<file path="src/rtl/line_draw_pkg.sv">
// Shared types and width constants for the Bresenham line rasteriser.
// Widths of the error terms are expressed as offsets from the coordinate width.
package line_draw_pkg;

    localparam int unsigned COORD_W_DEF = 9;

    // |dx| needs one extra bit, -|dy| a sign bit on top, err/e2 one more each
    localparam int unsigned DX_W_EXTRA  = 1;
    localparam int unsigned DY_W_EXTRA  = 2;
    localparam int unsigned ERR_W_EXTRA = 3;
    localparam int unsigned E2_W_EXTRA  = 4;

    localparam int unsigned ERR_W = COORD_W_DEF + ERR_W_EXTRA;
    localparam int unsigned E2_W  = COORD_W_DEF + E2_W_EXTRA;

    typedef enum logic [1:0] {
        IDLE  = 2'd0,
        SETUP = 2'd1,
        DRAW  = 2'd2,
        DONE  = 2'd3
    } state_e;

endpackage

</file>
<file path="src/rtl/line_draw_if.sv">
// Endpoint-in / pixel-out bundle between the register slave, the rasteriser
// and the framebuffer writer. master = rasteriser side, slave = environment side.
interface line_draw_if
    import line_draw_pkg::*;
#(
    parameter int unsigned COORD_W = COORD_W_DEF
) ();

    logic [COORD_W-1:0] x1;
    logic [COORD_W-1:0] y1;
    logic [COORD_W-1:0] x2;
    logic [COORD_W-1:0] y2;
    logic               DataValid;

    logic [COORD_W-1:0] pix_x;
    logic [COORD_W-1:0] pix_y;
    logic               pix_valid;
    logic               pix_ready;

    logic               busy;
    logic               done;

    modport master (
        input  x1, y1, x2, y2, DataValid, pix_ready,
        output pix_x, pix_y, pix_valid, busy, done
    );

    modport slave (
        output x1, y1, x2, y2, DataValid, pix_ready,
        input  pix_x, pix_y, pix_valid, busy, done
    );

endinterface

</file>
<file path="src/rtl/line_draw.sv">
// Bresenham line rasteriser: latches endpoints on a DataValid rising edge and
// streams one pixel per accepted handshake. Optional clipping: LINE_DRAW_CLIP_EN.
module line_draw
    import line_draw_pkg::*;
#(
    parameter int unsigned COORD_W  = COORD_W_DEF,
    parameter int unsigned SCREEN_W = 320,
    parameter int unsigned SCREEN_H = 240
) (
    input  logic        HCLK,
    input  logic        HRESET,
    line_draw_if.master bus
);

    localparam int unsigned DxW  = COORD_W + DX_W_EXTRA;
    localparam int unsigned DyW  = COORD_W + DY_W_EXTRA;
    localparam int unsigned ErrW = COORD_W + ERR_W_EXTRA;
    localparam int unsigned E2W  = COORD_W + E2_W_EXTRA;

    state_e                    state_q, state_d;
    logic                      dv_q, dv_d;
    logic                      armed_q, armed_d;
    logic        [COORD_W-1:0] cur_x_q, cur_x_d;
    logic        [COORD_W-1:0] cur_y_q, cur_y_d;
    logic        [COORD_W-1:0] end_x_q, end_x_d;
    logic        [COORD_W-1:0] end_y_q, end_y_d;
    logic        [DxW-1:0]     dx_q, dx_d;
    logic signed [DyW-1:0]     dy_q, dy_d;
    logic signed [ErrW-1:0]    err_q, err_d;
    logic                      sx_q, sx_d;
    logic                      sy_q, sy_d;
    logic                      pix_valid_q, pix_valid_d;
    logic                      busy_q, busy_d;
    logic                      done_q, done_d;

    logic                      start_c;
    logic                      step_c;
    logic                      at_end_c;
    logic                      x_move_c;
    logic                      y_move_c;
    logic                      vis_c;
    logic        [COORD_W-1:0] dx_abs_c;
    logic        [COORD_W-1:0] dy_abs_c;
    logic signed [E2W-1:0]     e2_c;
    logic signed [ErrW-1:0]    err_dx_c;
    logic signed [ErrW-1:0]    err_dy_c;

    always_comb begin
        state_d     = state_q;
        dv_d        = bus.DataValid;
        armed_d     = 1'b1;
        cur_x_d     = cur_x_q;
        cur_y_d     = cur_y_q;
        end_x_d     = end_x_q;
        end_y_d     = end_y_q;
        dx_d        = dx_q;
        dy_d        = dy_q;
        err_d       = err_q;
        sx_d        = sx_q;
        sy_d        = sy_q;

        // armed_q masks a DataValid level that is already high when reset releases
        start_c     = bus.DataValid & ~dv_q & armed_q;
        at_end_c    = (cur_x_q == end_x_q) && (cur_y_q == end_y_q);
        // clipped pixels have pix_valid low and advance without a handshake
        step_c      = (state_q == DRAW) && (bus.pix_ready || !pix_valid_q);

        dx_abs_c    = (end_x_q >= cur_x_q) ? (end_x_q - cur_x_q) : (cur_x_q - end_x_q);
        dy_abs_c    = (end_y_q >= cur_y_q) ? (end_y_q - cur_y_q) : (cur_y_q - end_y_q);

        e2_c        = {err_q, 1'b0};
        x_move_c    = e2_c >= E2W'(dy_q);
        y_move_c    = e2_c <= $signed(E2W'(dx_q));
        err_dy_c    = x_move_c ? ErrW'(dy_q) : ErrW'(0);
        err_dx_c    = y_move_c ? $signed(ErrW'(dx_q)) : ErrW'(0);

        case (state_q)
            IDLE: begin
                if (start_c) begin
                    cur_x_d = bus.x1;
                    cur_y_d = bus.y1;
                    end_x_d = bus.x2;
                    end_y_d = bus.y2;
                    state_d = SETUP;
                end
            end

            SETUP: begin
                dx_d    = DxW'(dx_abs_c);
                dy_d    = -$signed(DyW'(dy_abs_c));
                sx_d    = cur_x_q < end_x_q;
                sy_d    = cur_y_q < end_y_q;
                err_d   = $signed(ErrW'(dx_abs_c)) - $signed(ErrW'(dy_abs_c));
                state_d = DRAW;
            end

            DRAW: begin
                if (step_c) begin
                    if (at_end_c) begin
                        state_d = DONE;
                    end else begin
                        if (x_move_c) begin
                            cur_x_d = sx_q ? (cur_x_q + COORD_W'(1)) : (cur_x_q - COORD_W'(1));
                        end
                        if (y_move_c) begin
                            cur_y_d = sy_q ? (cur_y_q + COORD_W'(1)) : (cur_y_q - COORD_W'(1));
                        end
                        err_d = err_q + err_dy_c + err_dx_c;
                    end
                end
            end

            DONE: begin
                state_d = IDLE;
            end

            default: begin
                state_d = IDLE;
            end
        endcase

`ifdef LINE_DRAW_CLIP_EN
        vis_c = (32'(cur_x_d) < SCREEN_W) && (32'(cur_y_d) < SCREEN_H);
`else
        vis_c = 1'b1;
`endif

        // outputs describe the state being entered so they can be registered
        pix_valid_d = (state_d == DRAW) && vis_c;
        busy_d      = (state_d != IDLE);
        done_d      = (state_d == DONE);
    end

    always_ff @(posedge HCLK or posedge HRESET) begin
        if (HRESET) begin
            state_q     <= IDLE;
            dv_q        <= 1'b0;
            armed_q     <= 1'b0;
            cur_x_q     <= '0;
            cur_y_q     <= '0;
            end_x_q     <= '0;
            end_y_q     <= '0;
            dx_q        <= '0;
            dy_q        <= '0;
            err_q       <= '0;
            sx_q        <= 1'b0;
            sy_q        <= 1'b0;
            pix_valid_q <= 1'b0;
            busy_q      <= 1'b0;
            done_q      <= 1'b0;
        end else begin
            state_q     <= state_d;
            dv_q        <= dv_d;
            armed_q     <= armed_d;
            cur_x_q     <= cur_x_d;
            cur_y_q     <= cur_y_d;
            end_x_q     <= end_x_d;
            end_y_q     <= end_y_d;
            dx_q        <= dx_d;
            dy_q        <= dy_d;
            err_q       <= err_d;
            sx_q        <= sx_d;
            sy_q        <= sy_d;
            pix_valid_q <= pix_valid_d;
            busy_q      <= busy_d;
            done_q      <= done_d;
        end
    end

    assign bus.pix_x     = cur_x_q;
    assign bus.pix_y     = cur_y_q;
    assign bus.pix_valid = pix_valid_q;
    assign bus.busy      = busy_q;
    assign bus.done      = done_q;

endmodule

</file>
<file path="src/flat_wrapper.sv">
// flat-port wrapper written by rule: the top's interface ports become plain ports
module line_draw_flat import line_draw_pkg::*;
#(
    parameter int unsigned COORD_W  = COORD_W_DEF,
    parameter int unsigned SCREEN_W = 320,
    parameter int unsigned SCREEN_H = 240
)
  (HCLK, HRESET, bus_x1, bus_y1, bus_x2, bus_y2, bus_DataValid, bus_pix_ready, bus_pix_x, bus_pix_y, bus_pix_valid, bus_busy, bus_done);
  line_draw_if #(.COORD_W(COORD_W)) bus_i ();
  input  logic HCLK;
  input  logic HRESET;
  input wire logic [$bits(bus_i.x1)-1:0] bus_x1;
  input wire logic [$bits(bus_i.y1)-1:0] bus_y1;
  input wire logic [$bits(bus_i.x2)-1:0] bus_x2;
  input wire logic [$bits(bus_i.y2)-1:0] bus_y2;
  input wire logic [$bits(bus_i.DataValid)-1:0] bus_DataValid;
  input wire logic [$bits(bus_i.pix_ready)-1:0] bus_pix_ready;
  output wire logic [$bits(bus_i.pix_x)-1:0] bus_pix_x;
  output wire logic [$bits(bus_i.pix_y)-1:0] bus_pix_y;
  output wire logic [$bits(bus_i.pix_valid)-1:0] bus_pix_valid;
  output wire logic [$bits(bus_i.busy)-1:0] bus_busy;
  output wire logic [$bits(bus_i.done)-1:0] bus_done;
  assign bus_i.x1 = bus_x1;
  assign bus_i.y1 = bus_y1;
  assign bus_i.x2 = bus_x2;
  assign bus_i.y2 = bus_y2;
  assign bus_i.DataValid = bus_DataValid;
  assign bus_i.pix_ready = bus_pix_ready;
  assign bus_pix_x = bus_i.pix_x;
  assign bus_pix_y = bus_i.pix_y;
  assign bus_pix_valid = bus_i.pix_valid;
  assign bus_busy = bus_i.busy;
  assign bus_done = bus_i.done;
  line_draw #(.COORD_W(COORD_W), .SCREEN_W(SCREEN_W), .SCREEN_H(SCREEN_H)) u_core (.HCLK(HCLK), .HRESET(HRESET), .bus(bus_i));
endmodule
</file>
<file path="config.mk">
export PLATFORM = sky130hd
export DESIGN_NAME = line_draw_flat
export DESIGN_NICKNAME = d
export VERILOG_FILES = /design/src/rtl/line_draw_pkg.sv /design/src/rtl/line_draw_if.sv /design/src/rtl/line_draw.sv /design/src/flat_wrapper.sv
export SDC_FILE = /design/constraint.sdc
export NUM_CORES = 1
export LEC_CHECK = 0
export CAP_MARGIN = 25
export CORE_MARGIN = 4
export CORE_UTILIZATION = 55
export DETAILED_ROUTE_END_ITERATION = 12
export GPL_TIMING_DRIVEN = 0
export PLACE_DENSITY = 0.76
export SYNTH_ARGS = -nofsm -noshare
export SYNTH_HDL_FRONTEND = slang
export SYNTH_SLANG_ARGS = --single-unit
</file>
<file path="constraint.sdc">
create_clock -name HCLK -period 12.7 [get_ports HCLK]
set_input_delay 2.54 -clock HCLK [delete_from_list [all_inputs] [get_ports HCLK]]
set_output_delay 2.54 -clock HCLK [all_outputs]
set_load 0.1 [all_outputs]
</file>
==> qor.csv <==
stage,metric,value,unit
synthesis,dominant cell type by area after synthesis,dfrtp_1,
timing,final hold vios,0,
setup_path,Setup crit end kind,flip-flop,
clocking,clock slew at reported path FFs,0.06,ns
final_layout,layout cells sized above 1,7.49,%
setup_path,CP max-delay cell,fa_1,
setup_path,Reg-to-Reg Start,u_core.err_q[0],
synthesis,Post-synth EDFFs,0,
floorplan,row count,41,
min_path,Hold Path End,u_core.end_x_q[3],
job,MaxCap Viol Count,0,
global_route,pin count of the biggest net entering global routing,60,
floorplan,IO Pins,61,
timing,relative slew slack,33.8,%
final_layout,Register Area,1930,um2
placed_design,Port Buffers,60,
clocking,Root Buffer,clkbuf_16,
routing,vias,5958,
placed_design,detailed placement HPWL,13.7,mm
min_path,Hold Path Depth,1,
timing,final setup fails,0,
final_layout,fin nets,1042,
min_path,Hold Startpoint,u_core.end_x_q[3],
final_layout,"commonest non-fill, non-tap cell in the layout",inv_1,
routing,drc violations,0,
floorplan,Die Ht,122,um
floorplan,area of the core,12700,um2
routing,WL/cell,16.3,um
clocking,clk sinks,77,
setup_path,worst flop-to-flop path endpoint,u_core.err_q[11],
setup_path,crit path kind,flip-flop to flip-flop,
timing,RSZ-0062 raised after global routing,false,
clocking,clk_lat worst skew,0.35,ns
placed_design,Placer Congestion,0.877,
synthesis,Mapped Cells,817,
timing,TNS Setup,0,ns
setup_path,R2R depth,24,
clocking,post-CTS setup buffers,0,
final_layout,diode count,0,
floorplan,Die W,122,um
global_route,GRT Total Usage,24.7,%
synthesis,sequential share of the synthesized area,26.8,%
synthesis,Post-Syn Area,7200,um2
clocking,cts bufs inserted,9,
setup_path,CP Max Fanout,10,
synthesis,ys flop type,dfrtp_1,
timing,clk_skew,0.00606,ns
routing,DRT Pass-1 Iters,4,
setup_path,Worst EP required,12.96,ns
routing,Total Wirelength,17.4,mm
clocking,TritonCTS clock tree,built,
floorplan,die area,15000,um2
setup_path,CP Data Arrival Time,5.52,ns
setup_path,CP max stage delay,0.46,ns
routing,initial drt markers,291,
synthesis,synth warn,0,
global_route,first-pass GRT wire length,29.1,mm
clocking,CTS-repair resized insts,0,
synthesis,number of synthesized register bits,77,
final_layout,multi-input logic area,4690,um2
timing,Tcrit/Tclk final,41.4,%
synthesis,"top cells by area, synth","dfrtp_1 (27%), ha_1 (17%), inv_1 (6.3%)",
final_layout,most frequent cells in the layout,"inv_1 (120), ha_1 (96), dfrtp_1 (77), nand2_1 (64), clkdlybuf4s50_1 (60)",
synthesis,Cell variety after synth,69,
clocking,Max clock buf depth,2,
routing,via-per-instance ratio,5.59,
setup_path,critical-path cell list,ha_1 > nor2b_1 > o21a_1 > o21a_1 > o21a_1 > o2111ai_1 > a21o_1 > a21oi_1 > clkbuf_1 > nand2_1 > fa_1 > inv_1 > ha_1 > inv_1 > fa_1 > nor2b_1 > o21ai_0 > a21boi_0 > o21ai_0 > a21oi_1 > or3_1 > nand3_1 > xor2_1 > o21ai_0,
setup_path,crit start category,flip-flop,
global_route,"Remaining Overflow, GRT",0,
timing,final slew viol count,0,
synthesis,Syn Nets,970,
min_path,hold crit path type,flip-flop to flip-flop,
synthesis,Yosys top cell area share,26.8,%
timing,minimum clock period,5.26,ns
floorplan,starting density of the core,56.6,%
run_status,outcome,"complete, no violations",
timing,worst slew pin tran,0.990,ns
setup_path,FF-to-FF setup slack,7.44,ns
final_layout,Fill cells,1116,
clocking,CTS Hold Bufs,0,
global_route,initial antenna violation count,0,
clocking,CTS H-tree depth,3,
timing,fmax,190,MHz
global_route,number of global-route vias before repair,6028,
synthesis,Post-synth ARST share,100,%
synthesis,Mapped Avg Cell Area,8.82,um2
final_layout,area grow syn2layout,15.8,%
routing,Routed Antenna Nets,0,
-- Yosys cell counts (8+ instances only) --
library cell and n:
mux2_2 25, a21o_1 15, o21ai_0 44, nand2_1 64, ha_1 96, nor2b_1 12
a21oi_1 56, nand3_1 12, o21bai_1 10, fa_1 17, mux2i_1 32, a31oi_1 9
clkbuf_1 21, dfrtp_1 77, nor2_1 42, xor2_1 11, and2_1 8, inv_1 121
xnor2_1 31
-- flip-flops by register name, indices dropped and copies added, names as in the netlist --
signal / count
u_core.sx_q: 1
u_core.dx_q: 9
u_core.bus.pix_y: 9
u_core.bus.pix_valid: 1
u_core.end_y_q: 9
u_core.dv_q: 1
u_core.end_x_q: 9
u_core.armed_q: 1
u_core.bus.done: 1
u_core.state_q: 2
u_core.bus.pix_x: 9
u_core.sy_q: 1
u_core.err_q: 12
u_core.bus.busy: 1
u_core.dy_q: 11
-- worst max-delay path, delay by kind of cell, from the launching register on --
family,cells,cell delay [ns]
compound gates,11,2.03
fa+ha+maj,4,1.31
simple gates,5,0.68
buf+inv,3,0.55
flops,1,0.45
xor+xnor,1,0.17
-- stage by stage --
stage	setup WS (ns)	util, %	std cells	hold WS, ns	area [um2]
final	7.44	65.6	1066	0.537	8340
after global routing	7.08	65.6	1066	0.557	8340
after CTS	7.43	65.6	1066	0.539	8340
after detailed placement	7.22	63.3	1050	0.526	8050
after global placement	6.82	63.0	1049	0.518	8020
after floorplan	8.01	-	817	0.473	7200
-- per-layer routing --
layer	share of wire (%)	GRT usage [%]	wire, um
met3	5.1	4.19	887
met1	46	33.9	7990
met5	0	0	0
met4	2.2	8.40	384
met2	47	39.8	8110
-- how the worst max path moves through the flow --
stage                         from  slack (ns)             endpoint  cells after the start
3_3_place_gp                HRESET        6.82      u_core.err_q[0]                      2
4_1_cts            u_core.err_q[0]        7.43     u_core.err_q[11]                     24
3_5_place_dp         bus_DataValid        7.22  u_core.bus.pix_y[7]                      9
6_report           u_core.err_q[0]        7.44     u_core.err_q[11]                     24
5_1_grt            u_core.err_q[0]        7.08     u_core.err_q[11]                     24
2_1_floorplan  u_core.bus.pix_x[1]        8.01      u_core.err_q[7]                     19
-- layout make-up --
type / instances / area share, %
timing repair buffer: 61 / 7.53
sequential: 77 / 23.1
inverter: 123 / 5.57
multi-input combinational: 591 / 56.3
clock buffer: 11 / 2.91
clock inverter: 5 / 0.600
buffer: 26 / 1.46
tap: 172 / 2.58
-- cells by family (layout without fill, tap and decap cells) --
| kind of cell | count (synthesis) | count (layout) | share of synthesized area, % |
|---|---|---|---|
| multiplexers | 58 | 58 | 8.56 |
| other | 1 | 1 | 0.0521 |
| AO/OA/AOI/OAI | 202 | 202 | 18.5 |
| AND/OR/NAND/NOR | 175 | 175 | 11.5 |
| adder cells (fa/ha/maj) | 113 | 113 | 21.4 |
| buffers and inverters | 149 | 226 | 8.10 |
| flip-flops | 77 | 77 | 26.8 |
| XOR/XNOR | 42 | 42 | 5.11 |
Power is not shown: default switching activity piles up to over one toggle a cycle in this logic, so the estimate is an artifact.
